[config.mk]
export PLATFORM = sky130hd
export DESIGN_NAME = img_frame_ctrl
export DESIGN_NICKNAME = d
export VERILOG_FILES = /design/src/rtl/img_frame_ctrl.sv
export SDC_FILE = /design/constraint.sdc
export NUM_CORES = 1
export LEC_CHECK = 0
export ABC_CLOCK_PERIOD_IN_PS = 2790
export BUFFER_PORTS_ARGS = -buffer_cell sky130_fd_sc_hd__buf_2
export CORE_MARGIN = 10
export CORE_UTILIZATION = 44
export CTS_BUF_LIST = sky130_fd_sc_hd__clkbuf_4 sky130_fd_sc_hd__clkbuf_8
export DETAILED_ROUTE_END_ITERATION = 7
export PLACE_DENSITY = 0.74
export SYNTH_ARGS = -nofsm -noshare
export SYNTH_HDL_FRONTEND = slang
export SYNTH_SLANG_ARGS = --single-unit
export TNS_END_PERCENT = 1
[constraint.sdc]
create_clock -name HCLK -period 2.79 [get_ports HCLK]
set_clock_uncertainty 0.15 [all_clocks]
set_input_delay 0.837 -clock HCLK [delete_from_list [all_inputs] [get_ports HCLK]]
set_output_delay 0.837 -clock HCLK [all_outputs]
set_load 0.1 [all_outputs]
[src/rtl/img_frame_ctrl.sv]
// Frame sequencer: accepts start_req + sel_in, then drives vsync lead-in, per-line blanking and active pixel-pair timing.
// Latency: start_ack one cycle after an accepted request; ctrl_done START_DELAY + HEIGHT*(HSYNC_DELAY+WIDTH/2) cycles after start_ack.
// Backpressure: none downstream; start_req is held by the requester until start_ack, abort cancels a running frame.
//
// Ports:
//   HCLK, HRESET          clock, synchronous active-high reset
//   start_req, sel_in     frame request and its operation select
//   abort                 cancel the running frame (ignored in IDLE)
//   start_ack             one-cycle accept pulse
//   busy, vsync, hsync    frame / lead-in / active-pair strobes
//   sel, row, col         latched select, line index, even column of the pixel pair
//   ctrl_done             one-cycle pulse after the last pixel pair
// Optional feature: define IMG_FRAME_CTRL_PENDING_EN for a one-deep request slot
// that lets a request arriving mid-frame start immediately after DONE.
module img_frame_ctrl #(
    parameter int WIDTH       = 768,
    parameter int HEIGHT      = 512,
    parameter int START_DELAY = 100,
    parameter int HSYNC_DELAY = 160,
    parameter int COL_W       = 10,
    parameter int ROW_W       = 9
) (
    input  logic             HCLK,
    input  logic             HRESET,
    input  logic             start_req,
    input  logic [1:0]       sel_in,
    input  logic             abort,
    output logic             start_ack,
    output logic             busy,
    output logic [1:0]       sel,
    output logic             vsync,
    output logic             hsync,
    output logic [ROW_W-1:0] row,
    output logic [COL_W-1:0] col,
    output logic             ctrl_done
);

    localparam int DMAX  = (START_DELAY > HSYNC_DELAY) ? START_DELAY : HSYNC_DELAY;
    localparam int CNT_W = (DMAX > 1) ? $clog2(DMAX) : 1;

    typedef enum logic [2:0] {
        S_IDLE,
        S_VSYNC,
        S_HBLANK,
        S_ACTIVE,
        S_DONE
    } state_t;

    state_t           r_state, w_state_nxt;
    logic [CNT_W-1:0] r_cnt, w_cnt_nxt;
    logic [ROW_W-1:0] r_row, w_row_nxt;
    logic [COL_W-1:0] r_col, w_col_nxt;
    logic [1:0]       r_sel, w_sel_nxt;
    logic             w_ack_nxt;
    logic             r_ack, r_busy, r_vsync, r_hsync, r_done;
`ifdef IMG_FRAME_CTRL_PENDING_EN
    logic             r_slot_vld, w_slot_vld_nxt;
    logic [1:0]       r_slot_sel, w_slot_sel_nxt;
`endif

    always_comb begin
        w_state_nxt = r_state;
        w_cnt_nxt   = r_cnt;
        w_row_nxt   = r_row;
        w_col_nxt   = r_col;
        w_sel_nxt   = r_sel;
        w_ack_nxt   = 1'b0;
`ifdef IMG_FRAME_CTRL_PENDING_EN
        w_slot_vld_nxt = r_slot_vld;
        w_slot_sel_nxt = r_slot_sel;
`endif
        case (r_state)
            S_IDLE: begin
                if (start_req && !abort) begin
                    w_state_nxt = S_VSYNC;
                    w_ack_nxt   = 1'b1;
                    w_sel_nxt   = sel_in;
                    w_cnt_nxt   = '0;
                    w_row_nxt   = '0;
                    w_col_nxt   = '0;
                end
            end
            S_VSYNC: begin
                if (r_cnt == CNT_W'(START_DELAY - 1)) begin
                    w_state_nxt = S_HBLANK;
                    w_cnt_nxt   = '0;
                end else begin
                    w_cnt_nxt = r_cnt + CNT_W'(1);
                end
            end
            S_HBLANK: begin
                if (r_cnt == CNT_W'(HSYNC_DELAY - 1)) begin
                    w_state_nxt = S_ACTIVE;
                    w_cnt_nxt   = '0;
                end else begin
                    w_cnt_nxt = r_cnt + CNT_W'(1);
                end
            end
            S_ACTIVE: begin
                if (r_col == COL_W'(WIDTH - 2)) begin
                    // Last pair of the line: final line holds row/col for DONE.
                    if (r_row == ROW_W'(HEIGHT - 1)) begin
                        w_state_nxt = S_DONE;
                    end else begin
                        w_state_nxt = S_HBLANK;
                        w_row_nxt   = r_row + ROW_W'(1);
                        w_col_nxt   = '0;
                    end
                end else begin
                    w_col_nxt = r_col + COL_W'(2);
                end
            end
            S_DONE: begin
                w_state_nxt = S_IDLE;
`ifdef IMG_FRAME_CTRL_PENDING_EN
                // Chain straight into the next frame: queued request first,
                // otherwise a request arriving on the DONE cycle itself.
                if (r_slot_vld) begin
                    w_state_nxt    = S_VSYNC;
                    w_sel_nxt      = r_slot_sel;
                    w_slot_vld_nxt = 1'b0;
                    w_cnt_nxt      = '0;
                    w_row_nxt      = '0;
                    w_col_nxt      = '0;
                end else if (start_req) begin
                    w_state_nxt = S_VSYNC;
                    w_ack_nxt   = 1'b1;
                    w_sel_nxt   = sel_in;
                    w_cnt_nxt   = '0;
                    w_row_nxt   = '0;
                    w_col_nxt   = '0;
                end
`endif
            end
            default: w_state_nxt = S_IDLE;
        endcase

`ifdef IMG_FRAME_CTRL_PENDING_EN
        if ((r_state == S_VSYNC || r_state == S_HBLANK || r_state == S_ACTIVE) &&
            start_req && !r_slot_vld) begin
            w_slot_vld_nxt = 1'b1;
            w_slot_sel_nxt = sel_in;
            w_ack_nxt      = 1'b1;
        end
`endif

        // Abort overrides everything except IDLE; DONE's ctrl_done is already out.
        if (abort && r_state != S_IDLE) begin
            w_state_nxt = S_IDLE;
            w_cnt_nxt   = '0;
            w_row_nxt   = '0;
            w_col_nxt   = '0;
            w_ack_nxt   = 1'b0;
`ifdef IMG_FRAME_CTRL_PENDING_EN
            w_slot_vld_nxt = 1'b0;
`endif
        end
    end

    // Strobes are decoded from the next state so every output is a flop.
    always_ff @(posedge HCLK) begin
        if (HRESET) begin
            r_state <= S_IDLE;
            r_cnt   <= '0;
            r_row   <= '0;
            r_col   <= '0;
            r_sel   <= '0;
            r_ack   <= 1'b0;
            r_busy  <= 1'b0;
            r_vsync <= 1'b0;
            r_hsync <= 1'b0;
            r_done  <= 1'b0;
`ifdef IMG_FRAME_CTRL_PENDING_EN
            r_slot_vld <= 1'b0;
            r_slot_sel <= '0;
`endif
        end else begin
            r_state <= w_state_nxt;
            r_cnt   <= w_cnt_nxt;
            r_row   <= w_row_nxt;
            r_col   <= w_col_nxt;
            r_sel   <= w_sel_nxt;
            r_ack   <= w_ack_nxt;
            r_busy  <= (w_state_nxt != S_IDLE);
            r_vsync <= (w_state_nxt == S_VSYNC);
            r_hsync <= (w_state_nxt == S_ACTIVE);
            r_done  <= (w_state_nxt == S_DONE);
`ifdef IMG_FRAME_CTRL_PENDING_EN
            r_slot_vld <= w_slot_vld_nxt;
            r_slot_sel <= w_slot_sel_nxt;
`endif
        end
    end

    assign start_ack = r_ack;
    assign busy      = r_busy;
    assign sel       = r_sel;
    assign vsync     = r_vsync;
    assign hsync     = r_hsync;
    assign row       = r_row;
    assign col       = r_col;
    assign ctrl_done = r_done;

endmodule
Word level (Yosys, flattened, before mapping). Cells that the tools add are included.

Add/sub/neg operators: 3. Equality and inequality tests: 14. Mux-type cells: 20. Bitwise operators: 1. Reductions and logical operators: 14.

Operator list (number): $mux W10 (3); $mux W9 (3); $mux W8 (3); $pmux W8 S3 (1); $pmux W10 S2 (1); $mux W3 (6); $pmux W9 S2 (1); $pmux W3 S4 (1); $add A10 B2 Y10 const B (1); $eq A10 B10 Y1 const B (1); $add A9 B1 Y9 const B (1); $eq A3 B2 Y1 const B (3); $eq A9 B9 Y1 const B (1); $reduce_bool A3 Y1 (3); $add A8 B1 Y8 const B (1); $eq A8 B7 Y1 const B (1); $eq A8 B8 Y1 const B (1); $eq A3 B1 Y1 const B (2); $ne A2 B2 Y1 const B (3); $reduce_and A2 Y1 (2); $reduce_and A4 Y1 (1); $eq A3 B3 Y1 const B (1); $logic_not A3 Y1 (1); $ne A3 B3 Y1 const B (1); other kinds (8) (9).

Flip-flop bits (word level): 37. Bits of input ports: 6. Output and inout bits: 26.

Logic depth before layout (Yosys ltp). Gate-level depths: netlist of the first run.

Word-level depth: 6. Depth in mapped cells: 10. Gate-level depth less buffers: 9.

Worst setup path after synthesis of the first run. OpenSTA, ideal clock, no wires.

Path type: reg-to-reg. Start: register r_row[2] (netlist: row[2]). End: register r_vsync (netlist: vsync). Setup time: 114 ps. Arrival time: 2639 ps. Data required time: 2526 ps. Path slack: -113 ps. Cell stages (with the launch flop): 9. Buffers on the path: 1. Cell sequence: dfxtp_1 -> and4_1 -> nand2_1 -> nor2_1 -> ha_1 -> clkbuf_1 -> nand3_1 -> o211a_1 -> a2111oi_0.

Word-level cells in the longest chain between the ends: 6.

Ends and longest elaborated chain: start, declared (line 51) `logic [ROW_W-1:0] r_row, w_row_nxt;`; start signal, assigned (line 180) `r_row <= w_row_nxt;`; $eq A9 B9 Y1 (line 102) `if (r_row == ROW_W'(HEIGHT - 1)) begin`; $mux W3 (line 102); $mux W3 (line 100) `if (r_col == COL_W'(WIDTH - 2)) begin`; $pmux W3 S4 (line 72) `case (r_state)`; $mux W3 (line 148) `if (abort && r_state != S_IDLE) begin`; $eq A3 B1 Y1 (line 185) `r_vsync <= (w_state_nxt == S_VSYNC);`; end signal, assigned (line 185); end, declared (line 55) `logic r_ack, r_busy, r_vsync, r_hsync, r_done;`.

No other way between the ends. A chain may end at the register's enable or synchronous reset.

Final worst setup path of the first run. Ends and elaborated chain as after synthesis.

==> flow_metrics.py, run 1 <==
metrics = {
    "outcome": {
        "status": "complete, no violations",
    },
    "sta": {
        "fin_crit_sh_pct": 81.38,
        "rsz0062_at_grt": "false",
        "fmax_mhz": 440.4,
        "period_needed_ps": 2271,
        "hold_viol": 0,
        "final_max_slew_viol_count": 0,
        "setup_viol": 0,
        "tns_ps": 0,
    },
    "cts": {
        "cts_buffer_depth": 2,
        "numCtsBuffers": 5,
        "postCtsSetupBuffers": 0,
        "tritoncts": "yes",
        "cts_sinks": 36,
        "ctsHoldBuffers": 0,
        "clk_pin_slew_ps": 70,
        "htree_levels": 2,
        "root_buffer": "clkbuf_8",
        "ctsResizeCount": 0,
        "insertion_delay_ps": 290,
    },
    "logic_synthesis": {
        "synth_most_common_cell": "dfxtp_1",
        "synthesis.area_sq_um": 1869,
        "yosys.area_share.adder_pct": 3.347,
        "synth_xor_area_share_pct": 7.965,
        "synth-edff-count": 0,
        "yosysTopAreaCell": "dfxtp_1",
        "synth_common_cells": "dfxtp_1 (36), nor2_1 (29), nand2_1 (15)",
        "synth_top_area_share_pct": 38.55,
        "synth_cell_type_count": 52,
        "synthCells": 205,
        "synth-simple-area-share_pct": 34.00,
        "synth_nets": 216,
        "synth-seq-area-share_pct": 38.55,
        "avgSynthCellArea_sq_um": 9.119,
        "yosys_register_bits": 36,
        "synthMuxAreaShare_pct": 1.606,
        "synth_flop_cell": "dfxtp_1",
        "async_flop_share_pct": 0,
        "synth_compound_area_share_pct": 10.98,
        "synthTopCellsByArea": "dfxtp_1 (39%), nor2_1 (5.8%), xnor2_1 (5.2%)",
        "yosys_warnings": 0,
        "synth_top_family_by_area": "simple AND/OR/NAND/NOR gates",
    },
    "floorplan": {
        "core-area_sq_um": 4058,
        "io-pin-count": 32,
        "rows": 23,
        "start_util_pct": 46.07,
        "die_area_sq_um": 7256,
        "die_w_um": 85.18,
        "die_y_um": 85.18,
    },
    "routing": {
        "route.detailed.drc": 0,
        "viasPerCell": 5.319,
        "final_antenna_net_count": 0,
        "drt_pass1_iterations": 4,
        "drt_iter0_drc": 86,
        "wl_per_cell_um": 13.98,
        "vias": 1532,
        "drt-total-wl_um": 4025,
    },
    "global_route": {
        "grt_max_degree": 13,
        "first_global_vias": 1545,
        "grt_pass1_wl_um": 7086,
        "grt_antenna_before_repair": 0,
        "grt.overflow.total": 0,
        "grt_use_total_pct": 11.65,
    },
    "placed_design": {
        "gp_routability_congestion": 0.8233,
        "dp_cells": 280,
        "portBuffers": 30,
        "hpwlAfterDp_um": 3004,
    },
    "critical_path": {
        "startpoint": "row[2]",
        "slowest_delay_ps": 440,
        "worst_setup_path_end_kind": "flip-flop",
        "arrival_ps": 2270,
        "worstReg2RegStart": "row[2]",
        "cpMaxStageDelayCell": "a2111oi_0",
        "worstPathCellList": "and4_1 > nand2_1 > nor2_1 > ha_1 > nand3_1 > o211a_1 > a2111oi_0",
        "crit_type": "reg2reg",
        "critPathRequiredTime_ps": 2790,
        "critPathLaunchType": "flip-flop",
        "cp_max_fo": 10,
    },
    "power_and_ir_drop": {
        "ir_drop_mv": 0.2867,
        "power_density_nw_per_um2": 475.4,
        "p_leak_nw": 0.8732,
    },
    "cells_and_area": {
        "n_fill_cell": 385,
        "antenna_cells": 0,
        "fin_nets": 248,
        "synthToLayoutAreaGrowth_pct": 15.19,
        "drive_above_1_share_pct": 27.31,
        "fin_cells": 288,
    },
    "hold_path": {
        "worst_hold_path_type": "reg2reg",
        "min_from": "sel[0]",
    },
    "run": {
        "maxCapViolations": 0,
    },
}
## area by class of cell
cell class / count / area [sq um] / area share, %
clock inverters: 2 / 10.01 / 0.4648
flip-flops and latches: 36 / 728.2 / 33.82
inverters: 1 / 3.754 / 0.1743
well taps: 50 / 62.56 / 2.905
multi-input cells: 159 / 1086 / 50.44
repair buffers: 34 / 180.2 / 8.367
clock buffers: 6 / 82.58 / 3.835
## critical path, delay by kind of cell, from the launching register on
kind / cells / cell delay, ps
compound gates: 2 / 620
fa+ha+maj: 1 / 410
flops: 1 / 370
simple gates: 4 / 580
## power breakdown
part / leakage, nW / switching, mW / internal, mW / total (mW)
logic: 0.528 / 0.0800 / 0.0305 / 0.111
registers: 0.294 / 0.00656 / 0.521 / 0.528
clock network: 0.0510 / 0.188 / 0.197 / 0.385
## logic make-up (layout without fill, tap and decap cells)
family | after synthesis | count (layout)
XOR/XNOR | 17 | 17
AO/OA/AOI/OAI | 29 | 29
buffers and inverters | 10 | 43
other | 1 | 1
flip-flops | 36 | 36
multiplexers | 3 | 3
AND/OR/NAND/NOR | 104 | 104
adder cells (fa/ha/maj) | 5 | 5
## routing by layer
layer	global-route usage (%)	vias to the layer above	part of all wire, %
met2	19.07	42	49
met5	0	-	0
met3	4.111	6	6.0
met1	13.16	695	43
met4	5.539	0	1.6
li1	-	789	-
## flip-flops by register name (all words and copies together) (netlist names), 2 cells and up
signal	flops
r_state	3
col	9
sel	2
r_cnt	8
row	9
## path summary, 6_finish.rpt
check	to	slack [ps]	depth (start not counted)
setup / recovery	vsync	520	7
hold / removal	sel[0]	350	2
setup reg to reg	vsync	520	7
hold reg to reg	sel[0]	350	2
## placed cells by master, fill, tap and decap left out, types with 3 or more instances in the layout
cell type / count
a21oi_1: 9
nand3_1: 12
dfxtp_1: 30
buf_2: 30
dfxtp_2: 6
xnor2_1: 11
and3_1: 4
or3_1: 3
nor3_1: 3
and4_1: 3
xor2_1: 6
clkbuf_8: 6
o21a_1: 3
nand2_1: 15
mux2i_1: 3
ha_1: 5
nor3b_1: 4
or2_1: 3
nor2_1: 29
buf_4: 4
nand4_1: 7
nor4_2: 4
## per-stage QoR
stage	total power [mW]	setup WS, ps	hold slack, ps	util (%)	area, sq um
floorplan	0.6268	170.6	334.9	-	1877
global placement	0.6500	472.3	328.6	50.79	2061
detailed placement	0.6512	411.9	334.6	50.79	2061
CTS	1.035	466.9	347.9	53.07	2153
global route	1.066	332.8	376.3	53.07	2153
finish	1.024	519.4	349.2	53.07	2153
Note: power is estimated with default switching activity, not from simulation.
==> inputs of run 2 (changes only) <==
- ABC_CLOCK_PERIOD_IN_PS: 2790 -> 2000
- PLACE_DENSITY: 0.74 -> 0.77
- clock period: 2.79 -> 2 ns (I/O delays scaled with it)
==> run 2 against run 1 <==
Net effect: register-to-register slack worse by 520 ps; via count is 10% higher; sequential power increased by 37%; design area grew 13%; global-route usage grew 0.83 points; die area unchanged; worst hold slack got worse by 32 ps; largest power group unchanged; clock-buffer cell count stayed put; clock power grew 68%; critical endpoint is now col[3]; setup slack worse by 520 ps.
==> flow_metrics.py, run 2 (synthesized netlist as in run 1, its figures left out) <==
metrics = {
    "cts": {
        "clk_pin_slew_ps": 80,
        "numCtsBuffers": 5,
        "tritoncts": "yes",
        "insertion_delay_ps": 290,
        "htree_levels": 2,
        "ctsHoldBuffers": 0,
        "root_buffer": "clkbuf_8",
        "cts_buffer_depth": 2,
        "cts_sinks": 36,
    },
    "critical_path": {
        "cp_num_buf_inv": 1,
        "worstPathCellList": "and4_4 > nand2_4 > nor2_4 > ha_2 > and3b_1 > and4_4 > buf_6 > nor4b_4 > xnor2_1 > nor2_1",
        "cpMaxStageDelayCell": "dfxtp_4",
        "ff2ff_path_depth": 10,
        "r2r_slack_ps": 4,
        "worst_setup_path_end_kind": "flip-flop",
        "crit_type": "reg2reg",
        "critPathLaunchType": "flip-flop",
        "cp_max_fo": 5,
        "worstReg2RegStart": "row[5]",
        "slowest_delay_ps": 340,
        "arrival_ps": 2020,
        "critPathRequiredTime_ps": 2030,
        "crit_family": "simple AND/OR/NAND/NOR gates",
        "r2r-end": "col[3]",
        "crit_top_cell": "and4_4",
    },
    "global_route": {
        "grt_antenna_before_repair": 0,
        "grt_max_degree": 12,
        "grt.overflow.total": 0,
        "grt_pass1_wl_um": 7610,
        "first_global_vias": 1630,
        "grt_use_total_pct": 12.48,
    },
    "run": {
        "maxCapViolations": 0,
    },
    "sta": {
        "tns_ps": 0,
        "setup_viol": 0,
        "final_max_slew_viol_count": 0,
        "rsz0062_at_grt": "true",
        "whs_ps": 317.2,
        "fmax_mhz": 501.1,
        "fin_crit_sh_pct": 99.79,
        "period_needed_ps": 1996,
        "hold_viol": 0,
    },
    "cells_and_area": {
        "fin_nets": 271,
        "synthToLayoutAreaGrowth_pct": 30.32,
        "mostFrequentLayoutCells": "buf_2 (30), nor2_1 (28), buf_4 (26)",
        "drive_above_1_share_pct": 41.00,
        "final_common_cell": "buf_2",
        "fin_cells": 311,
        "antenna_cells": 0,
    },
    "placed_design": {
        "gp_routability_congestion": 0.8249,
        "dp_cells": 299,
        "portBuffers": 30,
        "hpwlAfterDp_um": 3250,
    },
    "floorplan": {
        "rows": 23,
        "start_util_pct": 46.07,
        "die_w_um": 85.18,
        "die_area_sq_um": 7256,
        "io-pin-count": 32,
        "die_y_um": 85.18,
        "core-area_sq_um": 4058,
    },
    "routing": {
        "vias": 1692,
        "viasPerCell": 5.441,
        "final_antenna_net_count": 0,
        "drt_iter0_drc": 125,
        "wl_per_cell_um": 14.04,
        "drt_pass1_iterations": 4,
        "route.detailed.drc": 0,
        "drt-total-wl_um": 4366,
    },
    "hold_path": {
        "hold_end": "col[1]",
        "worst_hold_path_type": "reg2reg",
        "min_from": "col[1]",
        "min_path_cells": 1,
    },
    "power_and_ir_drop": {
        "power_density_nw_per_um2": 635.8,
        "p_leak_nw": 1.026,
        "ir_drop_mv": 0.4428,
    },
    "outcome": {
        "status": "complete, no violations",
    },
}
run 2: worst register-to-register path, stage by stage (launching register included):
cell and delay (ps):
dfxtp_4 340, and4_4 200, nand2_4 70, nor2_4 40
ha_2 160, and3b_1 170, and4_4 200, buf_6 120
nor4b_4 220, xnor2_1 160, nor2_1 50
run 2: layout make-up:
| type | count | area (sq um) |
|---|---|---|
| sequential | 36 | 757.0 |
| clock inverter | 2 | 35.03 |
| fill | 357 | 1622 |
| timing repair buffer | 57 | 356.6 |
| clock buffer | 6 | 76.32 |
| tap | 50 | 62.56 |
| multi-input combinational | 159 | 1145 |
| inverter | 1 | 3.754 |
run 2: worst max path at each step:
stage	from	to	slack (ps)	depth (start not counted)
floorplan	row[5]	col[8]	-300	10
global placement	row[5]	col[8]	-90	9
detailed placement	row[5]	col[8]	-120	9
CTS	row[2]	col[8]	-30	9
global route	row[5]	col[3]	-90	10
finish	row[5]	col[3]	4	10
run 2: power by group:
group | total (mW) | internal (mW) | switching [mW]
clock | 0.648 | 0.383 | 0.265
sequential | 0.726 | 0.719 | 0.00681
combinational | 0.175 | 0.0560 | 0.119
run 2: metal layers:
layer / routed length (um) / share of wire, % / GRT usage [%] / vias to the layer above
met5: 0 / 0 / 0 / -
met4: 53 / 1.2 / 3.892 / 0
met3: 262 / 6.0 / 4.398 / 7
met2: 2208 / 51 / 20.84 / 38
met1: 1842 / 42 / 14.51 / 804
li1: - / - / - / 843
run 2: metrics by stage:
step	util, %	setup slack (ps)	cell area, sq um	power, mW
2_1_floorplan	-	-295.3	1907	0.8661
3_3_place_gp	55.01	-92.07	2232	0.9098
3_5_place_dp	55.01	-122.8	2232	0.9117
4_1_cts	58.80	-33.65	2386	1.554
5_1_grt	60.04	-94.73	2436	1.604
6_report	60.04	4.198	2436	1.549
run 2: what timing repair did:
action / CTS / global route
pin swaps: 9 / 5
hold endpoints to repair: 0 / 0
gates resized for setup: 7 / 8
setup buffers: 2 / 2
setup endpoints to repair: 9 / 16
==> inputs of run 3 (changes only) <==
- BUFFER_PORTS_ARGS: -buffer_cell sky130_fd_sc_hd__buf_2 -> default
- CTS_CLUSTER_SIZE: default -> 40
- DONT_BUFFER_PORTS: default -> 1
- PLACE_DENSITY: 0.77 -> 0.7
- SLEW_MARGIN: default -> 40
==> run 3 against run 2 <==
Net effect: the run now ends with setup timing left; sequential cell count is the same; worst hold slack lost 87 ps; critical path depth is the same; maximum frequency shrank 1.7%; wire length grew 0.27%; final cell count shrank 4.2%; global-route usage shrank 0.38 points; clock power shrank 18%; power shrank 8.2%; sequential share of layout area grew 0.65 points; die area is the same; core utilization shrank 1.2 points; largest cell class unchanged.
==> flow_metrics.py, run 3 (synthesized netlist as in run 1, its figures left out) <==
metrics = {
    "cells_and_area": {
        "final_common_cell": "buf_4",
        "fin_nets": 258,
        "fin_cells": 298,
        "antenna_cells": 0,
        "synthToLayoutAreaGrowth_pct": 27.64,
        "mostFrequentLayoutCells": "buf_4 (43), nor2_1 (28), dfxtp_1 (19)",
        "drive_above_1_share_pct": 37.50,
        "fin_util_pct": 58.80,
    },
    "sta": {
        "setup_viol": 3,
        "fin_crit_sh_pct": 101.6,
        "final_max_slew_viol_count": 0,
        "worst_slack_ps": -31.12,
        "period_needed_ps": 2031,
        "fmax_mhz": 492.3,
        "tns_ps": -62.85,
        "rsz0062_at_grt": "true",
        "hold_viol": 0,
    },
    "power_and_ir_drop": {
        "p_total_mw": 1.421,
        "ir_drop_mv": 0.3209,
        "power_density_nw_per_um2": 595.7,
        "seqPwrFrac_pct": 51.0,
        "p_int_mw": 1.044,
        "power_switching_mw": 0.3771,
        "power.share.clock_pct": 37.5,
        "pwr-share-comb_pct": 11.5,
        "p_leak_nw": 0.9466,
        "switching_share_pct": 26.53,
    },
    "global_route": {
        "grt_use_total_pct": 12.09,
        "grt_pass1_wl_um": 7417,
        "grt_max_degree": 12,
        "grt_antenna_before_repair": 0,
        "grt.overflow.total": 0,
        "first_global_vias": 1567,
    },
    "critical_path": {
        "critPathRequiredTime_ps": 2010,
        "arrival_ps": 2040,
        "crit_type": "reg2reg",
        "worst_setup_path_end_kind": "flip-flop",
        "cp_max_fo": 5,
        "critPathLaunchType": "flip-flop",
        "ff2ff_path_depth": 10,
    },
    "outcome": {
        "failed_checks": "setup timing",
        "status": "finished, violations left",
    },
    "placed_design": {
        "gp_routability_congestion": 0.8371,
        "dp_cells": 284,
        "pre_cts_slack_ps": -90.58,
        "hpwlAfterDp_um": 3185,
        "portBuffers": 0,
    },
    "cts": {
        "htree_levels": 2,
        "numCtsBuffers": 5,
        "cts_buffer_depth": 2,
        "root_buffer": "clkbuf_8",
        "insertion_delay_ps": 280,
        "tritoncts": "yes",
        "cts_sinks": 36,
        "clk_pin_slew_ps": 70,
    },
    "run": {
        "maxCapViolations": 0,
    },
    "hold_path": {
        "min_path_cells": 1,
        "worst_hold_path_type": "in2reg",
    },
    "routing": {
        "drt-total-wl_um": 4378,
        "vias": 1608,
        "final_antenna_net_count": 0,
        "viasPerCell": 5.396,
        "route.detailed.drc": 0,
        "wl_per_cell_um": 14.69,
        "drt_pass1_iterations": 4,
        "drt_iter0_drc": 140,
    },
    "floorplan": {
        "start_util_pct": 46.07,
        "rows": 23,
        "core-area_sq_um": 4058,
        "die_y_um": 85.18,
        "die_area_sq_um": 7256,
        "die_w_um": 85.18,
        "io-pin-count": 32,
    },
}
-- run 3: changes by cell type in the layout (fill, tap and decap cells not counted), moves of 2 or more --
| cell | before | now |
|---|---|---|
| buf_2 | 30 | 0 |
| buf_4 | 26 | 43 |
| o21ai_2 | 2 | 0 |
| o21ai_1 | 0 | 2 |
-- run 3: final timing paths --
check	end	slack, ps	from
setup / recovery	col[3]	-30	row[2]
hold / removal	sel[1]	230	HRESET
setup reg to reg	col[3]	-30	row[2]
hold reg to reg	row[8]	350	row[8]
-- run 3: layout make-up --
type                            instances  area, sq um
Timing Repair Buffer                   44        334.1
Clock inverter                          2        10.01
Sequential cell                        36        757.0
Multi-Input combinational cell        159         1136
Fill cell                             344         1672
Inverter                                1        3.754
Clock buffer                            6        82.58
Tap cell                               50        62.56
-- run 3: timing repair --
action,CTS,global route
hold buffers,0,0
endpoints found under the setup margin,7,14
resized for setup,4,9
pin swaps,13,3
setup buffers,6,0
gates cloned,0,0
-- run 3: metrics by stage --
step                area (sq um)  hold WS (ps)
CTS                         2349         227.4
detailed placement          2195         345.2
global placement            2195         329.7
finish                      2386         230.6
global route                2386         220.1
floorplan                   1907         334.9
-- run 3: critical path, cell delays in order, from the launching register on --
cell	delay (ps)
dfxtp_4	340
and4_4	200
nand2_4	70
nor2_4	40
ha_2	180
and3b_1	170
and4_4	200
buf_4	140
nor4b_4	230
xnor2_1	150
nor2_1	50
-- run 3: power by group through the flow --
stage	combinational [mW]	sequential, mW	clock (mW)
after global placement	0.160	0.742	0
after floorplan	0.0779	0.788	0
after detailed placement	0.161	0.742	0
final	0.163	0.726	0.532
after CTS	0.162	0.725	0.539
after global routing	0.175	0.727	0.570
-- run 3: per-layer routing --
layer	part of all wire [%]	track usage, %	vias to the layer above	wire [um]
met5	0	0	-	0
met4	1.3	4.641	0	58
met3	6.1	3.728	7	269
met2	48	19.96	41	2097
met1	45	14.25	750	1952
li1	-	-	810	-
